$ cat src/rtl/frame_arb_pkg.sv
// Shared definitions for the frame-granular stream arbiter: FSM encoding and
// default frame geometry of the blur accelerator input.
package frame_arb_pkg;

    typedef enum logic [1:0] {
        ST_IDLE = 2'd0,
        ST_ARB  = 2'd1,
        ST_XFER = 2'd2
    } arb_state_t;

    localparam int DEF_FRAME_W = 258;
    localparam int DEF_FRAME_H = 258;
    localparam int FRAME_PIX   = DEF_FRAME_W * DEF_FRAME_H;

endpackage

$ cat src/rtl/frame_pos_counter.sv
// Raster position tracker: column/row counters advanced per accepted pixel,
// flagging the final pixel of a frame.
module frame_pos_counter #(
    parameter int FRAME_W = 258,
    parameter int FRAME_H = 258,
    parameter int XW      = 9,
    parameter int YW      = 9
) (
    input  logic clk,
    input  logic reset,
    input  logic clr,
    input  logic en,
    output logic at_last
);

    localparam logic [XW-1:0] X_MAX = XW'(FRAME_W - 1);
    localparam logic [YW-1:0] Y_MAX = YW'(FRAME_H - 1);

    logic [XW-1:0] x_r;
    logic [YW-1:0] y_r;
    logic          x_end_s;
    logic          y_end_s;

    assign x_end_s = (x_r == X_MAX);
    assign y_end_s = (y_r == Y_MAX);
    assign at_last = x_end_s && y_end_s;

    // Column/row counters: x wraps at row end, y wraps at frame end.
    always_ff @(posedge clk) begin
        if (reset || clr) begin
            x_r <= {XW{1'b0}};
            y_r <= {YW{1'b0}};
        end else if (en) begin
            if (x_end_s) begin
                x_r <= {XW{1'b0}};
                y_r <= y_end_s ? {YW{1'b0}} : (y_r + YW'(1));
            end else begin
                x_r <= x_r + XW'(1);
            end
        end
    end

endmodule

$ cat src/rtl/frame_stream_arbiter.sv
// Round-robin 2:1 whole-frame arbiter with zero-latency pass-through, generated
// end-of-frame marker and source last-mismatch detection.
module frame_stream_arbiter
    import frame_arb_pkg::*;
#(
    parameter int DATA_W  = 8,
    parameter int FRAME_W = DEF_FRAME_W,
    parameter int FRAME_H = DEF_FRAME_H,
    parameter int XW      = 9,
    parameter int YW      = 9
) (
    input  logic              clk,
    input  logic              reset,
    input  logic              start_in,
    input  logic              stop_in,
    input  logic [DATA_W-1:0] s0_data,
    input  logic              s0_valid,
    input  logic              s0_last,
    output logic              s0_ready,
    input  logic [DATA_W-1:0] s1_data,
    input  logic              s1_valid,
    input  logic              s1_last,
    output logic              s1_ready,
    output logic [DATA_W-1:0] m_data,
    output logic              m_valid,
    output logic              m_last,
    input  logic              m_ready,
    output logic              grant_id,
    output logic              busy,
    output logic              frame_done,
    output logic              err_last,
    output logic [15:0]       frame_count
);

    arb_state_t  state_r, state_nx;
    logic        grant_id_r, grant_nx;
    logic        last_grant_r;
    logic        stop_pend_r, stop_pend_nx;
    logic        busy_r;
    logic        frame_done_r;
    logic        err_last_r;
    logic [15:0] frame_count_r;

    logic        winner_s;
    logic        g_last_s;
    logic        at_last_s;
    logic        fire_s;
    logic        frame_end_s;

    frame_pos_counter #(
        .FRAME_W (FRAME_W),
        .FRAME_H (FRAME_H),
        .XW      (XW),
        .YW      (YW)
    ) u_pos (
        .clk     (clk),
        .reset   (reset),
        .clr     (state_r == ST_IDLE),
        .en      (fire_s),
        .at_last (at_last_s)
    );

    // Pass-through mux: only the granted source sees m_ready, nothing flows outside XFER.
    always_comb begin
        m_data   = {DATA_W{1'b0}};
        m_valid  = 1'b0;
        s0_ready = 1'b0;
        s1_ready = 1'b0;
        g_last_s = 1'b0;
        if (state_r == ST_XFER) begin
            if (grant_id_r) begin
                m_data   = s1_data;
                m_valid  = s1_valid;
                s1_ready = m_ready;
                g_last_s = s1_last;
            end else begin
                m_data   = s0_data;
                m_valid  = s0_valid;
                s0_ready = m_ready;
                g_last_s = s0_last;
            end
        end else begin
            m_data  = {DATA_W{1'b0}};
            m_valid = 1'b0;
        end
        m_last = at_last_s && m_valid;
    end

    assign fire_s      = m_valid && m_ready;
    assign frame_end_s = fire_s && at_last_s;

    // Round-robin pick: on a tie the source that did not own the previous frame wins.
    always_comb begin
        winner_s = 1'b0;
        if (s0_valid && s1_valid) begin
            winner_s = ~last_grant_r;
        end else begin
            winner_s = s1_valid;
        end
    end

    // Next-state logic for the frame FSM and the grant latch.
    always_comb begin
        state_nx = state_r;
        grant_nx = grant_id_r;
        case (state_r)
            ST_IDLE: begin
                if (start_in) begin
                    state_nx = ST_ARB;
                end else begin
                    state_nx = ST_IDLE;
                end
            end
            ST_ARB: begin
                if (stop_pend_r) begin
                    state_nx = ST_IDLE;
                end else if (s0_valid || s1_valid) begin
                    state_nx = ST_XFER;
                    grant_nx = winner_s;
                end else begin
                    state_nx = ST_ARB;
                end
            end
            ST_XFER: begin
                if (frame_end_s) begin
                    state_nx = ST_ARB;
                end else begin
                    state_nx = ST_XFER;
                end
            end
            default: begin
                state_nx = ST_IDLE;
            end
        endcase
    end

    // Pending stop: a stop request beats a simultaneous start and is consumed by ARB.
    always_comb begin
        stop_pend_nx = stop_pend_r;
        if (stop_in) begin
            stop_pend_nx = 1'b1;
        end else if (start_in) begin
            stop_pend_nx = 1'b0;
        end else if ((state_r == ST_ARB) && stop_pend_r) begin
            stop_pend_nx = 1'b0;
        end else begin
            stop_pend_nx = stop_pend_r;
        end
    end

    // Control, statistics and error registers.
    always_ff @(posedge clk) begin
        if (reset) begin
            state_r       <= ST_IDLE;
            grant_id_r    <= 1'b0;
            last_grant_r  <= 1'b1;
            stop_pend_r   <= 1'b0;
            busy_r        <= 1'b0;
            frame_done_r  <= 1'b0;
            err_last_r    <= 1'b0;
            frame_count_r <= 16'd0;
        end else begin
            state_r      <= state_nx;
            grant_id_r   <= grant_nx;
            stop_pend_r  <= stop_pend_nx;
            busy_r       <= (state_nx != ST_IDLE);
            frame_done_r <= frame_end_s;
            if (frame_end_s) begin
                last_grant_r  <= grant_id_r;
                frame_count_r <= frame_count_r + 16'd1;
            end
            if (fire_s && (g_last_s != m_last)) begin
                err_last_r <= 1'b1;
            end
        end
    end

    assign grant_id    = grant_id_r;
    assign busy        = busy_r;
    assign frame_done  = frame_done_r;
    assign err_last    = err_last_r;
    assign frame_count = frame_count_r;

endmodule
$ cat config.mk
export PLATFORM = sky130hd
export DESIGN_NAME = frame_stream_arbiter
export DESIGN_NICKNAME = d
export VERILOG_FILES = /design/src/rtl/frame_arb_pkg.sv /design/src/rtl/frame_pos_counter.sv /design/src/rtl/frame_stream_arbiter.sv
export SDC_FILE = /design/constraint.sdc
export NUM_CORES = 1
export LEC_CHECK = 0
export ABC_AREA = 1
export BUFFER_PORTS_ARGS = -buffer_cell sky130_fd_sc_hd__buf_2
export CAP_MARGIN = 5
export CORE_UTILIZATION = 49
export CTS_CLUSTER_SIZE = 14
export DETAILED_ROUTE_END_ITERATION = 10
export HOLD_SLACK_MARGIN = 0.03
export PLACE_DENSITY = 0.86
export REMOVE_ABC_BUFFERS = 1
export SYNTH_ARGS = -nofsm -noshare
export SYNTH_HDL_FRONTEND = slang
export SYNTH_SLANG_ARGS = --single-unit
$ cat constraint.sdc
create_clock -name clk -period 1.3 [get_ports clk]
set_input_delay 0.195 -clock clk [delete_from_list [all_inputs] [get_ports clk]]
set_output_delay 0.195 -clock clk [all_outputs]
set_load 0.03 [all_outputs]
---- After elaboration in Yosys (flattened, before gate mapping) ----
Cells that the tools add are included.
operators by class
  divide/modulo/power cells ............... 0
  equality and inequality tests ........... 5
  bitwise logic cells ..................... 2
  multiply operators ...................... 0
  shift-type cells ........................ 0
  magnitude comparators ................... 0
  mux-type cells .......................... 21
  reductions and logical operators ........ 14
  add/subtract/negate cells ............... 3
operators by type and width
  operator                                                                count
  9-bit by 1-bit adder with 9-bit output (second input constant)          2
  9-bit equality test (second input constant)                             2
  9-bit two-way mux                                                       2
  16-bit by 1-bit adder with 16-bit output (second input constant)        1
  8-bit two-way mux                                                       2
  1-bit two-way mux                                                       13
  1-bit logical AND                                                       7
  2-bit two-way mux                                                       3
  2-bit one-hot mux with 3 select lines                                   1
  3-bit AND reduction                                                     1
  3-bit nonzero test                                                      1
  2-bit by 1-bit equality test with 1-bit output (second input constant)  1
  2-bit equality test (second input constant)                             1
  2-bit zero test                                                         1
  1-bit logical OR                                                        2
  1-bit inverter                                                          2
  2-bit AND reduction                                                     1
  2-bit nonzero test                                                      1
  1-bit != test                                                           1
word-level totals
  bits in registers ....................... 42
  bits in latches ......................... 0
  output and inout port bits .............. 32
  bits in writable memories ............... 0
  input port bits ......................... 25
  memories kept ........................... 0
  ROM bits ................................ 0
  word-level logic and storage cells ...... 55

---- Logic depth before layout (Yosys ltp) ----
  depth in word-level cells ............... 7
  gate-level depth with buffers ........... 12
  gate-level depth less buffers ........... 11

---- Hierarchy ----
A second synthesis with hierarchy kept.
unflattened totals
  cells, all modules ...................... 366
  area, all modules ....................... 2,368.5 um^2
by module, submodules not included
  module                area each (um^2)  cells each  times used
  frame_stream_arbiter  1,303.8           209         1
  frame_pos_counter     1,064.8           157         1

---- Worst setup path after synthesis ----
OpenSTA, ideal clock, no wires.
  path kind ............................... reg-to-output
  from .................................... reg grant_id_r (netlist: grant_id)
  to ...................................... out s1_ready
  data arrival time ....................... 1,572 ps
  path slack .............................. -467 ps
  cell stages (with the launch flop) ...... 4
  cell sequence ........................... dfxtp_1 -> inv_2 -> clkbuf_1 -> nor3_1
on the way
  longest elaborated chain between the ends .. 2
RTL lines
  item                      line                         RTL
  start: declaration        frame_stream_arbiter.sv:36   logic grant_id_r, grant_nx;
  start signal: assignment  frame_stream_arbiter.sv:164  grant_id_r <= grant_nx;
  1-bit two-way mux         frame_stream_arbiter.sv:71   if (grant_id_r) begin
  1-bit two-way mux         frame_stream_arbiter.sv:70   if (state_r == ST_XFER) begin
  end: declaration          frame_stream_arbiter.sv:23   output logic s1_ready,
Every way passes these cells.

---- Worst setup path in the final report ----
  from .................................... reg u_pos.y_r[1]
  to ...................................... reg frame_count_r[14] (netlist: frame_count[14])
on the way
  longest elaborated chain between the ends .. 3
RTL lines
  item                      line                         RTL
  start: declaration        frame_pos_counter.sv:20      logic [YW-1:0] y_r;
  start signal: assignment  frame_pos_counter.sv:32      y_r <= {YW{1'b0}};
  start signal: assignment  frame_pos_counter.sv:36      y_r <= y_end_s ? {YW{1'b0}} : (y_r + YW'(1));
  9-bit equality test       frame_pos_counter.sv:25      assign y_end_s = (y_r == Y_MAX);
  1-bit logical AND         frame_pos_counter.sv:26      assign at_last = x_end_s && y_end_s;
  1-bit logical AND         frame_stream_arbiter.sv:90   assign frame_end_s = fire_s && at_last_s;
  end signal: assignment    frame_stream_arbiter.sv:170  frame_count_r <= frame_count_r + 16'd1;
  end: declaration          frame_stream_arbiter.sv:42   logic [15:0] frame_count_r;
Every way passes these cells.
A chain may end at the register's enable or synchronous reset.

==> flow_metrics.tcl <==
set metrics [dict create \
    postSynth.asyncResetShare_pct 0 \
    grt_pass1_wl_mm 14.9 \
    critPathRequiredTime_ns 1.51 \
    dieArea_um2 5370 \
    synth_edf_count 0 \
    crit_chain "inv_2 -> ha_4 -> nand2_2 -> inv_2 -> nand2_2 -> nor2_4 -> buf_4 -> nand2_2 -> nor2_8 -> buf_6 -> nand2_1 -> a21oi_2" \
    cp_common_cell "nand2_2" \
    ys_ff_latch 42 \
    slew_headroom_pct 77.1 \
    synth_ff_type "dfxtp_1" \
    yosys_warnings 0 \
    max_cap_viol_count 0 \
    ios 57 \
    finalWeightedCongestion 0.845 \
    n_antenna_cell 0 \
    path_buf_inv 4 \
    avgViaCountPerCell 6.34 \
    r2r_cells 12 \
    h-tree-depth 2 \
    dpl.hpwl_mm 4.90 \
    wl_mm 12.8 \
    syn-cell-area_um2 2490 \
    placed_cells 554 \
    slew_violations 0 \
    yosysMostFrequentCell "nand2_1" \
    critical_path_peak_fanout 7 \
    overflow 0 \
    num_vias 3738 \
    critical_path_class "reg -> reg" \
    wl_per_cell_um 21.6 \
    num_rows 25 \
    hold_viol 0 \
    clock-root-buffer "clkbuf_8" \
    cp.depth 12 \
    drtPass1Iterations 8 \
    status "finished with violations" \
    area_growth_pct 66.7 \
    path_delay_family "simple AND/OR/NAND/NOR gates" \
    synth_cell_types 31 \
    cts.hold.buffers_added 0 \
    start_util_pct 51.6 \
    post-route-min-period_ns 1.96 \
    hold_slack_ns 0.109 \
    grt_usage_pct 36.7 \
    crit_arrival_ns 2.17 \
    grt_max_degree 22 \
    antenna_left 0 \
    hold_class "in -> reg" \
    numPortBuffers 56 \
    violations "setup timing" \
    drt_iter0_markers 631 \
    ys_seq_area_share_pct 33.8 \
    clk_pin_slew_ns 0.09 \
    fin_crit_sh_pct 151 \
    die_x_um 73.3 \
    end_kind "register" \
    core_um2 4820 \
    p_leak_nw 1.90 \
    synth_top_area_share_pct 33.8 \
    regArea_um2 858 \
    power_mw 2.75 \
    clockBufferDepth 2 \
    fin_ws_ns -0.657 \
    nNetsFinal 552 \
    cts.sink_count 42 \
    syn-mean-instance-area_um2 6.44 \
    cpMaxStageDelayCell "dfxtp_2" \
    synth_commonest_cells "nand2_1, inv_1, nor2_1" \
    max_stage_delay_ns 0.34 \
    multi_input_area_um2 1840 \
    stdcell_count 590 \
    rsz0062_at_grt "true" \
    clk_latency_ns 0.31 \
    synth_top_cell_by_area "dfxtp_1" \
    placed_area_um2 3210 \
    ys_top_cells_by_area "dfxtp_1, nand2_1, a21oi_1, inv_1, nor2_1" \
    n_fill_cell 228 \
    powerDensity_nw_per_um2 663 \
    clock.fmax_mhz 511 \
    netlist_instances 386 \
    stdcell_area_um2 4150 \
    die_h_um 73.3 \
    tns_ns -18.75 \
    route.detailed.drc 0 \
    drive_above_1_share_pct 48.0 \
    cts_tree "yes" \
    tightest_slew_ns 0.344 \
    peakVddDrop_mv 0.397 \
    grt_antenna_before_repair 0 \
    fin_skew_ns 0.00604 \
    first_global_vias 3222 \
    cts_buffers 5 \
    setup-violations-final 53 \
    start_kind "register" \
    min_delay_path_depth 3 \
]
[report_power, final]
group          total, mW  switching, mW  internal, mW  leakage (nW)
Clock               1.07          0.504         0.566        0.0579
Sequential          1.30         0.0117          1.29         0.344
Combinational      0.374          0.226         0.148          1.50
Total               2.75          0.741          2.01          1.90
[sequential cells by signal (all words and copies together) (netlist names)]
register,count
busy,1
err_last,1
frame_count,16
frame_done,1
grant_id,1
last_grant_r,1
state_r,2
stop_pend_r,1
u_pos.x_r,9
u_pos.y_r,9
[routing by layer]
metal / routed length, µm / up-vias / GRT usage (%)
met5: 0 / - / 0
met4: 1210 / 0 / 21.4
met3: 1580 / 163 / 6.86
met2: 5710 / 429 / 64.6
met1: 4250 / 1643 / 41.2
li1: - / 1503 / -
[final timing paths]
check | endpoint | slack, ns | from
worst max-delay path | frame_count[14]$_SDFFE_PP0P_ | -0.66 | u_pos.y_r[1]$_SDFFE_PP0P_
worst min-delay path | stop_pend_r$_SDFFE_PP0P_ | 0.11 | stop_in
worst max register to register | frame_count[14]$_SDFFE_PP0P_ | -0.66 | u_pos.y_r[1]$_SDFFE_PP0P_
worst min register to register | frame_count[13]$_SDFFE_PP0P_ | 0.50 | frame_count[13]$_SDFFE_PP0P_
[kinds of logic (layout without fill, tap and decap cells)]
family / Yosys count / after routing / synth area share [%]
simple gates: 212 / 213 / 37.2
compound gates: 60 / 60 / 13.3
buf+inv: 57 / 193 / 9.66
flops: 42 / 42 / 33.8
xor+xnor: 10 / 10 / 3.52
fa+ha+maj: 5 / 5 / 2.52
[cell usage in the layout (no fill, tap or decap), types with 5 or more instances in the layout]
master / n
nand2_1: 82
buf_4: 62
buf_2: 44
nor2_1: 40
inv_1: 37
dfxtp_1: 34
buf_6: 24
a21oi_1: 23
nand2_4: 19
nand2_2: 18
nand3_1: 17
a21oi_2: 14
inv_2: 9
nor2_4: 8
nor3_1: 8
o21ai_0: 7
xor2_1: 6
clkbuf_8: 5
dfxtp_2: 5
[stage by stage]
step | worst slack [ns] | util [%]
CTS | -0.359 | 79.3
floorplan | -0.754 | -
detailed placement | -0.319 | 66.6
finish | -0.657 | 86.1
global placement | -0.221 | 66.6
global route | -0.752 | 86.1
[area by class of cell]
class / count / area share [%]
clock buffers: 5 / 1.66
flip-flops and latches: 42 / 20.7
repair buffers: 137 / 26.0
well taps: 67 / 2.02
clock inverters: 3 / 0.966
multi-input cells: 288 / 44.3
inverters: 48 / 4.41
[worst min-delay path, cell delays in order]
cell and delay, ns:
buf_2 0.08, a31oi_1 0.04, nor2_1 0.07
[what timing repair did]
item,CTS,global route
gates cloned,4,1
gates resized for setup,103,87
pin swaps,17,33
setup buffers,19,10
setup endpoints to repair,52,54
No activity file was read; power rests on OpenSTA's default activity.
